<file path="src/rtl/adder3_accum_if.sv">
// ---------------------------------------------------------------------------
// adder3_accum_if
//   Bundles the two valid/ready channels of the adder3_accum frame accumulator
//   plus the frame-open pulse.
//
//   Handshake rule for both channels: a transfer happens on a rising clk edge
//   where valid && ready are both 1. The producer holds its payload stable
//   while valid is high. The consumer may raise or lower ready at any time.
//
//   Signals
//     start      producer -> accum  1-cycle pulse that opens a frame
//     in_valid   producer -> accum  in_data / in_last are valid
//     in_data    producer -> accum  WIDTH-bit unsigned operand
//     in_last    producer -> accum  final operand of the frame
//     in_ready   accum -> producer  accumulator takes a beat this cycle
//     out_valid  accum -> consumer  frame result valid
//     out_ready  consumer -> accum  consumer takes the result
//     out_sum    accum -> consumer  frame total (ACC_W bits)
//     out_count  accum -> consumer  beats accepted in the frame (CNT_W bits)
//     out_ovf    accum -> consumer  sticky carry-out of the accumulator MSB
//
//   Modports
//     slave  : the accumulator side
//     master : the producer/consumer side (the testbench)
// ---------------------------------------------------------------------------
interface adder3_accum_if #(
  parameter int WIDTH     = 3,
  parameter int ACC_W     = 8,
  parameter int MAX_BEATS = 64
);
  localparam int CNT_W = $clog2(MAX_BEATS + 1);

  logic             start;
  logic             in_valid;
  logic [WIDTH-1:0] in_data;
  logic             in_last;
  logic             in_ready;
  logic             out_valid;
  logic             out_ready;
  logic [ACC_W-1:0] out_sum;
  logic [CNT_W-1:0] out_count;
  logic             out_ovf;

  modport slave (
    input  start, in_valid, in_data, in_last, out_ready,
    output in_ready, out_valid, out_sum, out_count, out_ovf
  );

  modport master (
    output start, in_valid, in_data, in_last, out_ready,
    input  in_ready, out_valid, out_sum, out_count, out_ovf
  );
endinterface

</file>
<file path="src/rtl/adder3_accum.sv">
// ---------------------------------------------------------------------------
// adder3_accum
//   Frame accumulator. After a start pulse it sums unsigned WIDTH-bit operands
//   into an ACC_W-bit register (one operand per accepted beat) until a beat
//   carries in_last or MAX_BEATS beats have been taken, then presents the
//   total, beat count and sticky overflow flag until the consumer takes them.
//   The add path is a ripple chain of 1-bit full-adder cells, carry-in 0.
//
//   Ports
//     clk        rising-edge clock
//     areset     asynchronous, active-high reset
//     bus        adder3_accum_if.slave (start, in_* channel, out_* channel)
//     dbg_state  current FSM state: 0 IDLE, 1 RUN, 2 DONE
//
//   Build option
//     ADDER3_ACCUM_SAT_EN : when defined, the accumulator saturates to
//     all-ones on the first carry-out and stays there for the rest of the
//     frame. Undefined (default) the accumulator wraps modulo 2^ACC_W.
//     out_ovf behaves the same in both builds.
// ---------------------------------------------------------------------------

// 1-bit full-adder cell used to build the ripple chain.
module adder3_accum_fa (
  input  logic a,
  input  logic b,
  input  logic ci,
  output logic s,
  output logic co
);
  assign s  = a ^ b ^ ci;
  assign co = (a & b) | (ci & (a ^ b));
endmodule

module adder3_accum #(
  parameter int WIDTH     = 3,
  parameter int ACC_W     = 8,
  parameter int MAX_BEATS = 64
) (
  input  logic                clk,
  input  logic                areset,
  adder3_accum_if.slave       bus,
  output logic [1:0]          dbg_state
);
  localparam int CNT_W = $clog2(MAX_BEATS + 1);

  typedef enum logic [1:0] {
    IDLE = 2'd0,
    RUN  = 2'd1,
    DONE = 2'd2
  } state_e;

  state_e           state_q, state_d;
  logic [ACC_W-1:0] acc_q, acc_d;
  logic [CNT_W-1:0] cnt_q, cnt_d;
  logic             ovf_q, ovf_d;

  logic [ACC_W-1:0] addend;
  logic [ACC_W-1:0] sum;
  logic [ACC_W:0]   carry;
  logic             beat;
  logic             cnt_at_limit;

  // Ripple-carry add of the zero-extended operand onto the accumulator.
  assign addend   = ACC_W'(bus.in_data[WIDTH-1:0]);
  assign carry[0] = 1'b0;

  for (genvar i = 0; i < ACC_W; i++) begin : g_fa
    adder3_accum_fa u_fa (
      .a  (acc_q[i]),
      .b  (addend[i]),
      .ci (carry[i]),
      .s  (sum[i]),
      .co (carry[i+1])
    );
  end

  assign beat         = bus.in_valid && (state_q == RUN);
  // This beat would be the MAX_BEATS-th one of the frame.
  assign cnt_at_limit = (cnt_q == CNT_W'(MAX_BEATS - 1));

  always_comb begin
    state_d = state_q;
    acc_d   = acc_q;
    cnt_d   = cnt_q;
    ovf_d   = ovf_q;
    case (state_q)
      IDLE: begin
        if (bus.start) begin
          state_d = RUN;
          acc_d   = '0;
          cnt_d   = '0;
          ovf_d   = 1'b0;
        end
      end
      RUN: begin
        if (beat) begin
`ifdef ADDER3_ACCUM_SAT_EN
          // Once any carry has left the MSB in this frame, pin at all-ones.
          acc_d = (carry[ACC_W] || ovf_q) ? '1 : sum;
`else
          acc_d = sum;
`endif
          cnt_d = cnt_q + CNT_W'(1);
          ovf_d = ovf_q | carry[ACC_W];
          // in_last on the limit beat still terminates exactly once.
          if (bus.in_last || cnt_at_limit) begin
            state_d = DONE;
          end
        end
      end
      DONE: begin
        if (bus.out_ready) begin
          state_d = IDLE;
        end
      end
      default: begin
        state_d = IDLE;
      end
    endcase
  end

  always_ff @(posedge clk or posedge areset) begin
    if (areset) begin
      state_q <= IDLE;
      acc_q   <= '0;
      cnt_q   <= '0;
      ovf_q   <= 1'b0;
    end else begin
      state_q <= state_d;
      acc_q   <= acc_d;
      cnt_q   <= cnt_d;
      ovf_q   <= ovf_d;
    end
  end

  // Result registers are the accumulator itself; they only change in IDLE
  // (on start) and RUN (on beats), so they are frozen while DONE.
  assign bus.in_ready  = (state_q == RUN);
  assign bus.out_valid = (state_q == DONE);
  assign bus.out_sum   = acc_q;
  assign bus.out_count = cnt_q;
  assign bus.out_ovf   = ovf_q;
  assign dbg_state     = state_q;
endmodule

</file>
<file path="src/flat_wrapper.sv">
// flat-port wrapper written by rule: the top's interface ports become plain ports
module adder3_accum_flat 
#(
  parameter int WIDTH     = 3,
  parameter int ACC_W     = 8,
  parameter int MAX_BEATS = 64
)
  (clk, areset, dbg_state, bus_start, bus_in_valid, bus_in_data, bus_in_last, bus_out_ready, bus_in_ready, bus_out_valid, bus_out_sum, bus_out_count, bus_out_ovf);
  adder3_accum_if #(.WIDTH(WIDTH), .ACC_W(ACC_W), .MAX_BEATS(MAX_BEATS)) bus_i ();
  input  logic clk;
  input  logic areset;
  output logic [1:0] dbg_state;
  input wire logic [$bits(bus_i.start)-1:0] bus_start;
  input wire logic [$bits(bus_i.in_valid)-1:0] bus_in_valid;
  input wire logic [$bits(bus_i.in_data)-1:0] bus_in_data;
  input wire logic [$bits(bus_i.in_last)-1:0] bus_in_last;
  input wire logic [$bits(bus_i.out_ready)-1:0] bus_out_ready;
  output wire logic [$bits(bus_i.in_ready)-1:0] bus_in_ready;
  output wire logic [$bits(bus_i.out_valid)-1:0] bus_out_valid;
  output wire logic [$bits(bus_i.out_sum)-1:0] bus_out_sum;
  output wire logic [$bits(bus_i.out_count)-1:0] bus_out_count;
  output wire logic [$bits(bus_i.out_ovf)-1:0] bus_out_ovf;
  assign bus_i.start = bus_start;
  assign bus_i.in_valid = bus_in_valid;
  assign bus_i.in_data = bus_in_data;
  assign bus_i.in_last = bus_in_last;
  assign bus_i.out_ready = bus_out_ready;
  assign bus_in_ready = bus_i.in_ready;
  assign bus_out_valid = bus_i.out_valid;
  assign bus_out_sum = bus_i.out_sum;
  assign bus_out_count = bus_i.out_count;
  assign bus_out_ovf = bus_i.out_ovf;
  adder3_accum #(.WIDTH(WIDTH), .ACC_W(ACC_W), .MAX_BEATS(MAX_BEATS)) u_core (.clk(clk), .areset(areset), .bus(bus_i), .dbg_state(dbg_state));
endmodule
</file>
<file path="config.mk">
export PLATFORM = sky130hd
export DESIGN_NAME = adder3_accum_flat
export DESIGN_NICKNAME = d
export VERILOG_FILES = /design/src/rtl/adder3_accum_if.sv /design/src/rtl/adder3_accum.sv /design/src/flat_wrapper.sv
export SDC_FILE = /design/constraint.sdc
export NUM_CORES = 1
export LEC_CHECK = 0
export BUFFER_PORTS_ARGS = -buffer_cell sky130_fd_sc_hd__buf_2
export CORE_ASPECT_RATIO = 1.2
export CORE_MARGIN = 1
export CORE_UTILIZATION = 37
export CTS_CLUSTER_DIAMETER = 80
export CTS_CLUSTER_SIZE = 12
export DETAILED_ROUTE_END_ITERATION = 16
export GPL_TIMING_DRIVEN = 0
export PLACE_DENSITY = 0.62
export SKIP_LAST_GASP = 1
export SLEW_MARGIN = 25
export SYNTH_ARGS = -nofsm -noshare
export SYNTH_HDL_FRONTEND = slang
export SYNTH_SLANG_ARGS = --single-unit
</file>
<file path="constraint.sdc">
create_clock -name clk -period 5.2 [get_ports clk]
set_input_delay 1.04 -clock clk [delete_from_list [all_inputs] [get_ports clk]]
set_output_delay 1.04 -clock clk [all_outputs]
set_load 0.02 [all_outputs]
</file>
### Yosys cells after proc, flatten, opt, wreduce, memory -nomap -nowiden

Index checks and enable logic that the tools add are counted.

| storage, ports and cells | value |
|---|---|
| input bits | 9 |
| output and inout bits | 20 |
| bits in registers | 18 |
| word-level logic and storage cells | 55 |

| operators by class | value |
|---|---|
| reductions and logical operators | 6 |
| equal/unequal tests | 7 |
| multiplexer cells | 14 |
| bitwise logic cells | 23 |
| add/sub/neg operators | 1 |

Operators with widths:

| kind | count |
|---|---|
| 2-to-1 mux 8 bit | 2 |
| case mux 8 bit (2 select lines) | 1 |
| 2-to-1 mux 7 bit | 2 |
| case mux 7 bit (2 select lines) | 1 |
| bitwise AND 1 bit | 10 |
| XOR 1 bit | 10 |
| 2-to-1 mux 2 bit | 4 |
| adder 7 x 1 -> 7 bit (second input constant) | 1 |
| == test 7 x 6 -> 1 bit (second input constant) | 1 |
| case mux 2 bit (3 select lines) | 1 |
| inequality test 2 x 1 -> 1 bit (second input constant) | 2 |
| inequality test 2 bit (second input constant) | 2 |
| AND reduction 4 bit | 1 |
| bitwise OR 1 bit | 3 |
| AND reduction 3 bit | 1 |
| == test 2 x 1 -> 1 bit (second input constant) | 1 |
| == test 2 bit (second input constant) | 1 |
| zero test 2 bit | 1 |
| 2-to-1 mux 1 bit | 2 |
| case mux 1 bit (2 select lines) | 1 |
| nonzero test 2 bit | 1 |
| logical AND 1 bit | 1 |
| logical OR 1 bit | 1 |

### Depth between registers and ports, before layout

| depth | value |
|---|---|
| depth after elaboration | 13 |
| depth in mapped cells | 12 |
| gate-level depth less buffers | 12 |

### By module

From an unflattened synthesis, not the netlist that was laid out.

| unflattened totals | value |
|---|---|
| cells, all modules | 82 |
| area total of the unflattened synthesis | 1,026.0 um2 |

By module, submodules not included:

| module | instances | cells each | seq. area each (um2) | area each (um2) |
|---|---|---|---|---|
| adder3_accum | 1 | 74 | 450.4 | 865.8 |
| adder3_accum_fa | 8 | 1 | 0.0 | 20.0 |

### Least setup slack after synthesis

No wires, ideal clock.

| path | value |
|---|---|
| kind | input to register |
| from | input port bus_in_data[0] |
| to | register u_core.acc_q[7], in the netlist u_core.bus.out_sum[7] |
| setup time | 121 ps |
| arrival time | 2,954 ps |
| data required time | 5,079 ps |
| path buffers | 0 |
| stages on the path | 11 |
| slack | 2,125 ps |
| cell sequence | ha_1 > inv_1 > fa_1 > inv_1 > fa_1 > ha_1 > ha_1 > ha_1 > ha_1 > ha_1 > a22o_1 |

| between the ends | value |
|---|---|
| cells in the longest elaborated chain, start to end | 12 |

Ends and longest elaborated chain:

| item | line | source |
|---|---|---|
| from (decl) | flat_wrapper.sv:15 | `input wire logic [$bits(bus_i.in_data)-1:0] bus_in_data;` |
| bitwise AND 1 bit (2 in a row) | adder3_accum.sv:31 | `assign co = (a & b) \| (ci & (a ^ b));` |
| bitwise OR 1 bit | adder3_accum.sv:31 |  |
| bitwise AND 1 bit | adder3_accum.sv:31 |  |
| bitwise OR 1 bit | adder3_accum.sv:31 |  |
| bitwise AND 1 bit (4 in a row) | adder3_accum.sv:31 |  |
| XOR 1 bit | adder3_accum.sv:30 | `assign s = a ^ b ^ ci;` |
| 2-to-1 mux 8 bit | adder3_accum.sv:96 | `if (beat) begin` |
| case mux 8 bit (2 select lines) | adder3_accum.sv:86 | `case (state_q)` |
| to (signal assigned) | adder3_accum.sv:125 | `acc_q <= '0;` |
| to (signal assigned) | adder3_accum.sv:130 | `acc_q <= acc_d;` |
| to (decl) | adder3_accum.sv:53 | `logic [ACC_W-1:0] acc_q, acc_d;` |

Every way passes these cells. The select of a mux whose other input is x is not followed.
A chain may end at the register's enable or synchronous reset.

### Worst setup path in the final report

Same ends and word-level chain as after synthesis.

==> results by group <==
Status
  • Outcome: finished, final reports clean

STA
  • PnR worst setup slack: 2.24 ns
  • Slew Limit Fails: 0
  • Fmax: 338 MHz
  • Tcrit/Tclk final: 56.9%
  • RSZ-0062 raised after global routing: false
  • Min cycle time layout: 2.96 ns
  • Rel. slew slack: 53.2%
  • Worst Max-Slew Pin Slew: 0.701 ns
  • Sum Neg Setup Slack: 0 ns
  • Final setup fails: 0
  • Skew final: 0.00893 ns
  • Hold Fails Final Rpt: 0

Yosys
  • Netlist cell types: 35
  • Largest family of logic cells by synthesized area: compound AO/OA/AOI/OAI gates
  • Sequential area share after synthesis: 43.1%
  • Simple-gate share of the synthesized area: 15.1%
  • Mean Syn Cell Area: 11.1 um^2
  • Synth Area in Compound Gates: 18.3%
  • Yosys warns: 0
  • Synthesis-stage register bit count: 18
  • XOR/XNOR Fraction of Synth Area: 0.838%
  • Ys flop type: dfrtp_1
  • Post-synth net total: 112
  • Gate Count Post-Synth: 94
  • Adder-cell area share of the yosys netlist: 12.2%
  • EDFF count, synth: 0
  • Post-synthesis mux area share: 0%
  • Mapped cell area: 0.00104 mm^2
  • Synth async-reset ratio: 100%

Clocking
  • CTS tree: yes
  • Clk slew on worst S/H paths: 0.10 ns
  • Num CTS Buffers: 3
  • Sink Count: 18
  • Total setup buffers inserted after CTS: 0
  • # hold bufs at CTS: 0
  • Longest Clk Path Bufs: 2
  • Worst skew pair latency: 0.29 ns
  • # resized after CTS: 0
  • CTS root buf: clkbuf_4
  • H-Tree Depth: 1

Worst setup path
  • CP Launch Type: input port
  • Slowest-stage cell, CP: fa_1
  • Crit path DAT: 3.14 ns
  • Crit path kind: in2reg
  • CP Capture Type: flip-flop
  • Max incr delay on CP: 0.35 ns
  • CP Max Fanout: 1
  • Cell Chain, Critical Path: buf_2 > ha_1 > inv_1 > fa_1 > inv_1 > fa_1 > ha_1 > ha_1 > ha_1 > ha_1 > ha_1 > a22o_1
  • Most common cell on crit path: ha_1
  • Crit path max-delay family: adder cells
  • Critical path required time: 5.38 ns
  • Crit path buf inv count: 3

Final layout
  • Diode count: 0
  • Share of layout cells above drive strength 1: 36.5%
  • Commonest cells after routing, fill and taps aside: buf_2, dfrtp_1, buf_4
  • Layout Nets: 145
  • Most common cell after layout, fill and taps aside: buf_2
  • Area growth, synth to finish: 20.8%
  • Fin area: 0.00126 mm^2
  • # fillers: 270

Route
  • Initial DRC Count: 7
  • Initial DRT Pass Iterations: 3
  • WL/cell: 12.7 um
  • Final routed DRC violation total: 0
  • Vias: 789
  • Vias per cell: 4.96
  • Drt total wl: 2020 um
  • Post-DRT Antenna Nets: 0

Floorplan
  • Die Y-Extent: 60.2 um
  • Core Rows: 20
  • Die area: 0.00304 mm^2
  • Initial Util: 40.1%
  • Die Wd: 50.5 um
  • Area of the core: 0.00260 mm^2
  • I/O pin count: 29

GRT
  • Initial antenna violation count: 0
  • Remaining Overflow, GRT: 0
  • Vias in the first global route: 815
  • Total global-route track usage: 15.9%
  • Maximum number of pins on one net before global-route repair: 19
  • Global-route wire length before repair: 3630 um

Placement
  • DPL Wire Length: 1500 um
  • Dpl cell area: 0.00123 mm^2
  • Gpl congestion: 0.725
  • Setup Slack @ Placement: 1.92 ns
  • Port Buf Inserts: 28

Hold path
  • Hold Crit Class: reg2reg

Power
  • Final Power: 0.560 mW
  • Power Density: 443 mW/mm^2
  • Pleak: 0.698 nW
  • Worst vdd ir: 0.177 mV

Job
  • Number of max-cap violations: 0
-- worst reg2reg max path: cells and delay by family (launching register included) --
kind / cells / cell delay (ns)
adders and majority gates: 8 / 1.70
DFF: 1 / 0.42
AOI/OAI and AO/OA: 1 / 0.21
buffers and inverters: 2 / 0.11
-- kinds of logic (layout without fill, tap and decap cells) --
| family | count (synthesis) | count (layout) |
|---|---|---|
| flops | 18 | 18 |
| buf+inv | 18 | 50 |
| fa+ha+maj | 9 | 9 |
| simple gates | 23 | 23 |
| xor+xnor | 1 | 1 |
| compound gates | 25 | 25 |
-- final cells by class --
cell class                      instances  area [um^2]  share of cell area (%)
Buffer                                 10         78.8                    6.24
Clock buffer                            4         36.3                    2.87
Multi-Input combinational cell         58          485                    38.5
Sequential cell                        18          450                    35.7
Inverter                                8         30.0                    2.38
Tap cell                               33         41.3                    3.27
Timing Repair Buffer                   28          140                    11.1
-- metrics by stage --
stage,util [%],hold slack [ns],instances
2_1_floorplan,-,0.479,94
6_report,48.5,0.522,159
3_3_place_gp,47.1,0.486,155
4_1_cts,48.5,0.527,159
5_1_grt,48.5,0.549,159
3_5_place_dp,47.1,0.507,155
-- flip-flops by register name (all words and copies together) (netlist names) --
signal,flops
u_core.bus.out_count,7
u_core.dbg_state,2
u_core.bus.out_ovf,1
u_core.bus.out_sum,8
-- final timing paths --
kind                                  startpoint                      end  slack (ns)  depth (start not counted)
min                           u_core.bus.out_ovf       u_core.bus.out_ovf        0.52                          2
max in group asynchronous                 areset    u_core.bus.out_sum[4]        3.92                          2
min reg2reg                   u_core.bus.out_ovf       u_core.bus.out_ovf        0.52                          2
min in group asynchronous                 areset  u_core.bus.out_count[6]        0.84                          2
max reg2reg                u_core.bus.out_sum[0]    u_core.bus.out_sum[7]        2.66                         11
max                               bus_in_data[0]    u_core.bus.out_sum[7]        2.24                         12
-- layer usage --
metal | up-vias | share of wire, % | global-route usage (%)
met5 | - | 0 | 0
met4 | 0 | 0 | 4.76
met1 | 374 | 48 | 21.8
met3 | 0 | 4.3 | 2.80
li1 | 396 | - | -
met2 | 19 | 47 | 25.5
-- report_power, final --
part / internal, mW / switching (mW) / leakage [nW]
sequential: 0.171 / 0.0379 / 0.242
combinational: 0.116 / 0.148 / 0.435
clock: 0.0426 / 0.0443 / 0.0210
total: 0.330 / 0.230 / 0.698
-- synth_stat cells (4+ instances only) --
master | instances | area (um^2)
a22o_1 | 8 | 70.1
buf_4 | 9 | 67.6
dfrtp_1 | 18 | 450
ha_1 | 7 | 87.6
inv_1 | 8 | 30.0
nand2_1 | 4 | 15.0
nand3_1 | 4 | 20.0
Power figures use the tool's default switching activity.
